[src/rtl/mac_pkg.sv]
// Shared types for the MAC operand streamer: FSM states, operand width
// and the operand pair carried through the FIFO.
package mac_pkg;

  localparam int unsigned OPND_W = 8;

  typedef enum logic [1:0] {
    ST_IDLE,
    ST_RUN,
    ST_DRAIN,
    ST_DONE
  } stream_state_t;

  typedef struct packed {
    logic signed [OPND_W-1:0] a;
    logic signed [OPND_W-1:0] b;
  } mac_pair_t;

endpackage

[src/rtl/mac_pair_fifo.sv]
// Synchronous FIFO of operand pairs with registered full/empty flags.
// Push is ignored while full and pop is ignored while empty.
module mac_pair_fifo
  import mac_pkg::*;
#(
  parameter int unsigned DEPTH = 8
) (
  input  logic      clk,
  input  logic      reset_n,
  input  logic      push,
  input  mac_pair_t wr_data,
  input  logic      pop,
  output mac_pair_t rd_data,
  output logic      full,
  output logic      empty
);

  localparam int unsigned AW = (DEPTH > 1) ? $clog2(DEPTH) : 1;

  mac_pair_t       mem [DEPTH];
  logic [AW-1:0]   wr_ptr;
  logic [AW-1:0]   rd_ptr;
  logic [AW:0]     count;
  logic [AW:0]     count_nxt;
  logic            do_push;
  logic            do_pop;

  assign do_push = push && !full;
  assign do_pop  = pop && !empty;
  assign rd_data = mem[rd_ptr];

  // Next occupancy, used to register the flags one cycle ahead
  always_comb begin
    count_nxt = count;
    if (do_push && !do_pop) begin
      count_nxt = count + (AW+1)'(1);
    end else if (!do_push && do_pop) begin
      count_nxt = count - (AW+1)'(1);
    end
  end

  // Pointers, occupancy and status flags
  always_ff @(posedge clk or negedge reset_n) begin
    if (!reset_n) begin
      wr_ptr <= '0;
      rd_ptr <= '0;
      count  <= '0;
      full   <= 1'b0;
      empty  <= 1'b1;
    end else begin
      if (do_push) wr_ptr <= wr_ptr + AW'(1);
      if (do_pop)  rd_ptr <= rd_ptr + AW'(1);
      count <= count_nxt;
      full  <= (count_nxt == (AW+1)'(DEPTH));
      empty <= (count_nxt == '0);
    end
  end

  // Storage array; contents need no reset since the pointers gate reads
  always_ff @(posedge clk) begin
    if (do_push) mem[wr_ptr] <= wr_data;
  end

endmodule

[src/rtl/mac_operand_streamer.sv]
// Feeds buffered operand pairs to the pipelined MAC, issuing len pairs per
// vector and pulsing done once len results have come back.
module mac_operand_streamer
  import mac_pkg::*;
#(
  parameter int unsigned DEPTH = 8,
  parameter int unsigned CNT_W = 8
) (
  input  logic                     clk,
  input  logic                     reset_n,
  input  logic                     start,
  input  logic [CNT_W-1:0]         len,
  output logic                     busy,
  output logic                     done,
  input  logic                     s_valid,
  output logic                     s_ready,
  input  logic signed [OPND_W-1:0] s_a,
  input  logic signed [OPND_W-1:0] s_b,
  output logic signed [OPND_W-1:0] m_a,
  output logic signed [OPND_W-1:0] m_b,
  output logic                     m_valid,
  input  logic                     mac_valid_out
);

  stream_state_t    state;
  logic [CNT_W-1:0] len_q;
  logic [CNT_W-1:0] iss;
  logic [CNT_W-1:0] res;
  logic [CNT_W-1:0] res_nxt;
  logic             fifo_full;
  logic             fifo_empty;
  logic             push;
  logic             pop;
  mac_pair_t        wr_pair;
  mac_pair_t        rd_pair;

  assign s_ready = !fifo_full;
  assign push    = s_valid && !fifo_full;
  assign pop     = (state == ST_RUN) && !fifo_empty && (iss < len_q);
  assign wr_pair = {s_a, s_b};

  // Result count including this cycle's MAC pulse
  always_comb begin
    res_nxt = res;
    if (mac_valid_out) res_nxt = res + CNT_W'(1);
  end

  mac_pair_fifo #(
    .DEPTH (DEPTH)
  ) u_fifo (
    .clk     (clk),
    .reset_n (reset_n),
    .push    (push),
    .wr_data (wr_pair),
    .pop     (pop),
    .rd_data (rd_pair),
    .full    (fifo_full),
    .empty   (fifo_empty)
  );

  // Vector sequencing FSM with registered MAC-side and status outputs
  always_ff @(posedge clk or negedge reset_n) begin
    if (!reset_n) begin
      state   <= ST_IDLE;
      len_q   <= '0;
      iss     <= '0;
      res     <= '0;
      m_a     <= '0;
      m_b     <= '0;
      m_valid <= 1'b0;
      busy    <= 1'b0;
      done    <= 1'b0;
    end else begin
      m_valid <= 1'b0;
      done    <= 1'b0;
      case (state)
        ST_IDLE: begin
          if (start) begin
            len_q <= len;
            iss   <= '0;
            res   <= '0;
            if (len == '0) begin
              state <= ST_DONE;
              done  <= 1'b1;
            end else begin
              state <= ST_RUN;
              busy  <= 1'b1;
            end
          end
        end
        ST_RUN: begin
          res <= res_nxt;
          if (pop) begin
            m_a     <= rd_pair.a;
            m_b     <= rd_pair.b;
            m_valid <= 1'b1;
            iss     <= iss + CNT_W'(1);
            if (iss + CNT_W'(1) == len_q) state <= ST_DRAIN;
          end
        end
        ST_DRAIN: begin
          res <= res_nxt;
          if (res_nxt == len_q) begin
            state <= ST_DONE;
            done  <= 1'b1;
            busy  <= 1'b0;
          end
        end
        ST_DONE: begin
          state <= ST_IDLE;
        end
        default: begin
          state <= ST_IDLE;
        end
      endcase
    end
  end

endmodule

[config.mk]
export PLATFORM = sky130hd
export DESIGN_NAME = mac_operand_streamer
export DESIGN_NICKNAME = d
export VERILOG_FILES = /design/src/rtl/mac_pkg.sv /design/src/rtl/mac_pair_fifo.sv /design/src/rtl/mac_operand_streamer.sv
export SDC_FILE = /design/constraint.sdc
export NUM_CORES = 1
export LEC_CHECK = 0
export BUFFER_PORTS_ARGS = -buffer_cell sky130_fd_sc_hd__buf_2
export CAP_MARGIN = 20
export CORE_MARGIN = 5
export CORE_UTILIZATION = 60
export CTS_CLUSTER_DIAMETER = 120
export DETAILED_ROUTE_END_ITERATION = 6
export PLACE_DENSITY = 0.76
export SLEW_MARGIN = 40
export SYNTH_ARGS = -nofsm -noshare
export SYNTH_HDL_FRONTEND = slang
export SYNTH_SLANG_ARGS = --single-unit
[constraint.sdc]
create_clock -name clk -period 6.4 [get_ports clk]
set_clock_uncertainty 0.2 [all_clocks]
set_input_delay 0.64 -clock clk [delete_from_list [all_inputs] [get_ports clk]]
set_output_delay 0.64 -clock clk [all_outputs]
set_load 0.1 [all_outputs]
==> results.yml, run 1 <==
final_layout:
  final_cells: 784
  utilization_pct: 68.9
  area_growth_pct: 13.3
  layout-drive-gt1-share_pct: 23.7
  nFillCells: 878
  fin_nets: 640
  seq_area_um2: 5270
  multiInputGateArea_um2: 2600
critical_path:
  cp_max_fo: 26
  cp_cell_sequence: "inv_1, ha_1, a221oi_1, a31oi_1, nor2_4, buf_8, a31oi_1, a21oi_2, mux2_1"
  max_stage_delay_ns: 0.46
  cp_slowest_cell: "nor2_4"
  path_class: "register to register"
  cp.buffers_inverters: 2
  crit_path_start_kind: "register"
  worstPathRequired_ns: 6.51
  crit_arrival_ns: 3.27
  crit_family: "compound AO/OA/AOI/OAI gates"
  cp-end-kind: "register"
  worst_path_most_repeated_cell: "a31oi_1"
sta:
  finalSetupTns_ns: 0
  setup_viol: 0
  worst_slew_pin_slew_ns: 0.774
  period_share_pct: 49.5
  rsz0062_at_grt: "false"
  fin_crit_ns: 3.17
  maxSlewViolCount: 0
  hold_viol: 0
  max_freq_mhz: 316
  relSlewSlack_pct: 48.4
placement:
  gp_congestion: 0.869
  dpl.hpwl_um: 10100
  io_buffers: 48
  post-place-cells: 751
clock_tree:
  clk_latency_ns: 0.43
  cts_setup_buffers: 0
  holdBufCountCts: 0
  cts_buffer_depth: 2
  htree_levels: 4
  cts.reportedPaths.clkPinSlew_ns: 0.07
  cts_resized: 0
  cts_sinks: 185
  tritoncts: "done"
  cts-root-buf: "clkbuf_16"
  cts_buffers: 17
synthesis:
  synth.cell_area_um2: 8020
  ys_warn_count: 0
  syn_inst: 539
  synth_commonest_cells: "edfxtp_1, dfrtp_1, nor2_1"
  synth_area_leader_cell: "edfxtp_1"
  yosysTopAreaCellShare_pct: 47.9
  synth_area_leaders: "edfxtp_1, dfrtp_1, mux4_2, mux2i_1, ha_1"
  yosysUniqueCellTypes: 52
  synth_edf_count: 128
  yosysMostFrequentCell: "edfxtp_1"
  synth_seq_area_share_pct: 65.7
  synth_nets: 585
  syn_avg_cell_area_um2: 14.9
  synthFlopType: "edfxtp_1"
  synth-seq-cells: 185
  async_flop_share_pct: 30.8
grt:
  grt_pass1_wl_um: 25400
  grt_pass1_vias: 4732
  grt_max_degree: 58
  antenna_found_initial: 0
  grt-ovfl-total: 0
  track_usage_pct: 21.2
floorplanning:
  pin_count: 49
  core_um2: 13200
  start_util_pct: 60.8
  dieArea_um2: 15800
  die_w_um: 126
  die_y_um: 126
  rows: 42
run_status:
  status: "complete, no violations"
pwr:
  p_leak_nw: 3.34
  power_w: 0.00462
  powerDensity_nw_per_um2: 508
  ir_drop_mv: 0.480
flow_run:
  cap_viol_max_count: 0
detailed_routing:
  ant_nets: 0
  routed_via_density: 5.95
  drt-total-wl_um: 15800
  drc: 0
  drt-pass1-iter-count: 5
  num_vias: 4665
  drt-wirelength-per-cell_um: 20.1
  drt-initial-drc-count: 308
min_path:
  hp-class: "input port to async pin"
==> worst paths after layout <==
check,from,cells past startpoint,slack (ns),endpoint
max in group asynchronous,reset_n,2,5.51,u_fifo.rd_ptr[0]
max reg2reg,len_q[5],9,3.23,state[1]
max,len_q[5],9,3.23,state[1]
min,reset_n,2,0.08,u_fifo.count[2]
min in group clk,len[4],2,0.27,len_q[4]
min reg2reg,u_fifo.count[3],1,0.29,u_fifo.count[3]
==> through the flow <==
stage / instance area (µm²) / setup slack (ns) / hold slack, ns
final: 9090 / 3.23 / 0.0803
after global routing: 9090 / 3.01 / 0.137
after CTS: 9080 / 3.24 / 0.182
after detailed placement: 8510 / 3.26 / 0.278
after global placement: 8490 / 3.17 / 0.265
after floorplan: 8020 / 3.54 / 0.144
==> state kept, by name (all words and copies together) (netlist names), 2 cells and up <==
name           flops
m_b                8
m_a                8
u_fifo.count       4
u_fifo.rd_ptr      3
res                8
u_fifo.wr_ptr      3
u_fifo.mem       128
state              2
iss                8
len_q              8
==> metal layers <==
layer	vias up	GRT usage, %	share of wire [%]	wire (µm)
li1	2146	-	-	-
met1	2356	26.2	40	6330
met2	140	36.7	53	8350
met3	23	4.28	4.9	775
met4	0	8.67	2.0	320
met5	-	0	0	0
==> report_power, final <==
group	total, W	internal (W)	switching [W]	leakage, nW
Combinational	0.00177	0.000642	0.00113	1.21
Clock	0.00102	0.000579	0.000437	0.279
Sequential	0.00183	0.00157	0.000257	1.85
Total	0.00462	0.00279	0.00183	3.34
==> cell families after synthesis <==
group,synth area share [%]
AOI/OAI and AO/OA,5.35
xor gates and xnor gates,2.73
adders and majority gates,2.65
buffers and inverters,2.17
DFF,65.7
muxes,13.4
and+or+nand+nor,7.99
==> cells in the final DEF, fill, tap and decap left out, drive strengths merged, types with 3 or more instances in the layout <==
cell	netlist	final
nor3b	3	3
mux4	32	32
clkbuf	17	19
inv	21	25
a31oi	4	4
nor2b	4	4
a21oi	23	23
dfrtp	56	56
xnor2	18	18
nand2b	4	4
buf	7	60
nor2	39	39
clkinv	0	5
mux2i	22	22
nor4	3	3
mux2	12	12
o21ai	23	23
edfxtp	128	128
nor3	15	15
nand4	6	6
nand3	13	13
o22ai	5	5
ha	17	17
xor2	7	7
nand2	33	33
==> cell type report <==
class                   count  share of cell area, %
inverters                  21                  0.867
clock buffers              19                   4.76
well taps                 176                   2.42
flip-flops and latches    185                   58.0
multi-input cells         309                   28.6
clock inverters            13                   1.57
diodes                      1                 0.0275
repair buffers             60                   3.76
Note: power is estimated with default switching activity, not from simulation.
==> run 2: changes to the inputs <==
ABC_AREA = 1   (was unset)
CORE_UTILIZATION = 55   (was 60)
PLACE_DENSITY = 0.73   (was 0.76)
clock period = 2.6 ns   (was 6.4 ns; I/O delays follow)
==> results.yml, run 2 <==
grt:
  antenna_found_initial: 0
  grt_max_degree: 66
  grt_pass1_vias: 6076
  grt-ovfl-total: 0
  grt_pass1_wl_um: 29600
  track_usage_pct: 21.2
synthesis:
  syn_inst: 774
  synth-seq-cells: 185
  async_flop_share_pct: 30.8
  synth_area_leaders: "edfxtp_1, dfrtp_1, nand2_1, nor2_1, o32ai_1"
  yosysMostFrequentCell: "nand2_1"
  synth.cell_area_um2: 8180
  synth_edf_count: 128
  synth_seq_area_share_pct: 64.5
  yosysTopAreaCellShare_pct: 47.0
  yosysUniqueCellTypes: 34
  synthFlopType: "edfxtp_1"
  synth_commonest_cells: "nand2_1, edfxtp_1, nor2_1"
  ys_warn_count: 0
  synth_area_leader_cell: "edfxtp_1"
  syn_avg_cell_area_um2: 10.6
  synth_nets: 820
detailed_routing:
  drt-total-wl_um: 18000
  routed_via_density: 5.62
  drt-pass1-iter-count: 5
  drt-initial-drc-count: 413
  num_vias: 5907
  drt-wirelength-per-cell_um: 17.1
  ant_nets: 0
  drc: 0
critical_path:
  cp_max_fo: 6
  cp-end-kind: "register"
  path_class: "register to register"
  crit_path_start_kind: "register"
  r2r-start: "len_q[7]"
  cp_cell_sequence: "inv_1, ha_1, a21oi_1, o21a_1, nand3_2, nor2_4, inv_1, nand2_1, xor2_1, nand2_1, nor2_1"
  max_stage_delay_ns: 0.38
  crit_arrival_ns: 2.48
  crit_path_start: "len_q[7]"
  cp.buffers_inverters: 2
  cp_slowest_cell: "dfrtp_1"
  crit_family: "simple AND/OR/NAND/NOR gates"
  worstPathRequired_ns: 2.74
final_layout:
  diodes: 0
  nFillCells: 1074
  final_common_cell: "nand2_1"
  largest_reg_flops: 128
  top_register: "u_fifo.mem"
  fin_nets: 901
  final_cell_mix: "nand2_1, edfxtp_1, nor2_1"
  area_growth_pct: 16.3
  layout-drive-gt1-share_pct: 12.6
  seq_area_um2: 5270
  multiInputGateArea_um2: 2550
  final_area_um2: 9510
clock_tree:
  cts-root-buf: "clkbuf_16"
  cts_sinks: 185
  htree_levels: 4
  clk_latency_ns: 0.42
  cts_setup_buffers: 0
  cts_buffer_depth: 2
  cts_buffers: 17
  cts.reportedPaths.clkPinSlew_ns: 0.07
  tritoncts: "done"
sta:
  worst_slew_pin_slew_ns: 0.688
  setup_viol: 0
  relSlewSlack_pct: 53.8
  fin_ws_ns: 0.264
  max_freq_mhz: 428
  rsz0062_at_grt: "false"
  period_share_pct: 89.8
  hold_viol: 0
  fin_crit_ns: 2.34
  maxSlewViolCount: 0
floorplanning:
  rows: 44
  core_um2: 14500
  die_y_um: 132
  pin_count: 49
  start_util_pct: 56.3
  dieArea_um2: 17400
  die_w_um: 132
min_path:
  hp-class: "input port to register"
  worstHoldStart: "mac_valid_out"
placement:
  dpl.hpwl_um: 11100
  post-place-ws_ns: 0.228
  gp_congestion: 0.848
  io_buffers: 48
  dpl-instance-area_um2: 8680
pwr:
  ir_drop_mv: 0.808
  p_leak_nw: 3.84
  powerDensity_nw_per_um2: 1210
run_status:
  status: "complete, no violations"
flow_run:
  cap_viol_max_count: 0
==> run 2: cell types whose count changed in the layout (fill, tap and decap cells not counted), moves of 13 or more <==
| cell | previous run | this run |
|---|---|---|
| nand3_1 | 12 | 50 |
| xnor2_1 | 18 | 0 |
| nand2_1 | 33 | 155 |
| mux2i_1 | 22 | 0 |
| a21oi_1 | 22 | 9 |
| inv_1 | 21 | 57 |
| o21ai_0 | 22 | 50 |
| o21a_1 | 0 | 18 |
| nor2_1 | 37 | 125 |
| mux4_2 | 32 | 0 |
| o32ai_1 | 0 | 32 |
| dlygate4sd3_1 | 0 | 26 |
==> run 2: per-layer routing <==
| metal | share of wire (%) | wire [µm] | vias up | global-route usage (%) |
|---|---|---|---|---|
| met1 | 40 | 7170 | 2880 | 25.5 |
| met2 | 53 | 9510 | 166 | 37.7 |
| met4 | 1.6 | 289 | 0 | 7.49 |
| met5 | 0 | 0 | - | 0 |
| li1 | - | - | 2837 | - |
| met3 | 5.8 | 1040 | 24 | 4.24 |
==> run 2: layout make-up <==
| type | count | area share [%] |
|---|---|---|
| Clock buffer | 21 | 4.63 |
| Clock inverter | 11 | 1.30 |
| Inverter | 61 | 2.41 |
| Multi-Input combinational cell | 498 | 26.8 |
| Sequential cell | 185 | 55.4 |
| Tap cell | 184 | 2.42 |
| Timing Repair Buffer | 92 | 7.03 |
==> run 2: worst min-delay path, delay by kind of cell <==
kind	cells	cell delay, ns
AND/OR/NAND/NOR	4	0.25
buffers and inverters	1	0.13
==> run 2: final timing paths <==
path / to / slack (ns) / cells after the start
setup / recovery: u_fifo.full / 0.26 / 11
hold / removal: res[1] / 0.08 / 5
min in group asynchronous: m_a[0] / 0.24 / 3
setup reg to reg: u_fifo.full / 0.26 / 11
hold reg to reg: m_a[7] / 0.29 / 1
max in group asynchronous: m_b[5] / 1.54 / 3
==> run 2: metrics by stage <==
step	std cells	utilization [%]	TNS (ns)	total power [W]	hold slack, ns
finish	1052	65.4	0	0.0115	0.0752
global route	1052	65.4	0	0.0122	0.0866
CTS	1052	65.4	0	0.0116	0.0534
detailed placement	994	59.7	0	0.00907	0.276
global placement	994	59.7	0	0.00885	0.270
floorplan	774	-	-20.31	0.00783	-0.236
==> run 2: logic make-up (layout without fill, tap and decap cells) <==
group,Yosys count,in the layout,synth area share (%)
xor gates and xnor gates,6,6,0.811
and+or+nand+nor,347,347,17.5
adders and majority gates,17,17,2.60
buffers and inverters,91,185,4.38
DFF,185,185,64.5
AOI/OAI and AO/OA,128,128,10.3
==> run 2: where the power goes <==
group	switching, W	internal (W)	total [W]
Clock	0.00104	0.00142	0.00246
Sequential	0.000318	0.00383	0.00415
Combinational	0.00355	0.00137	0.00492
Total	0.00491	0.00662	0.0115
==> run 2: repair_timing <==
action | CTS | global route
gates resized for setup | 0 | 1
hold buffers | 26 | 0
hold endpoints to repair | 194 | 0
setup endpoints to repair | 0 | 3
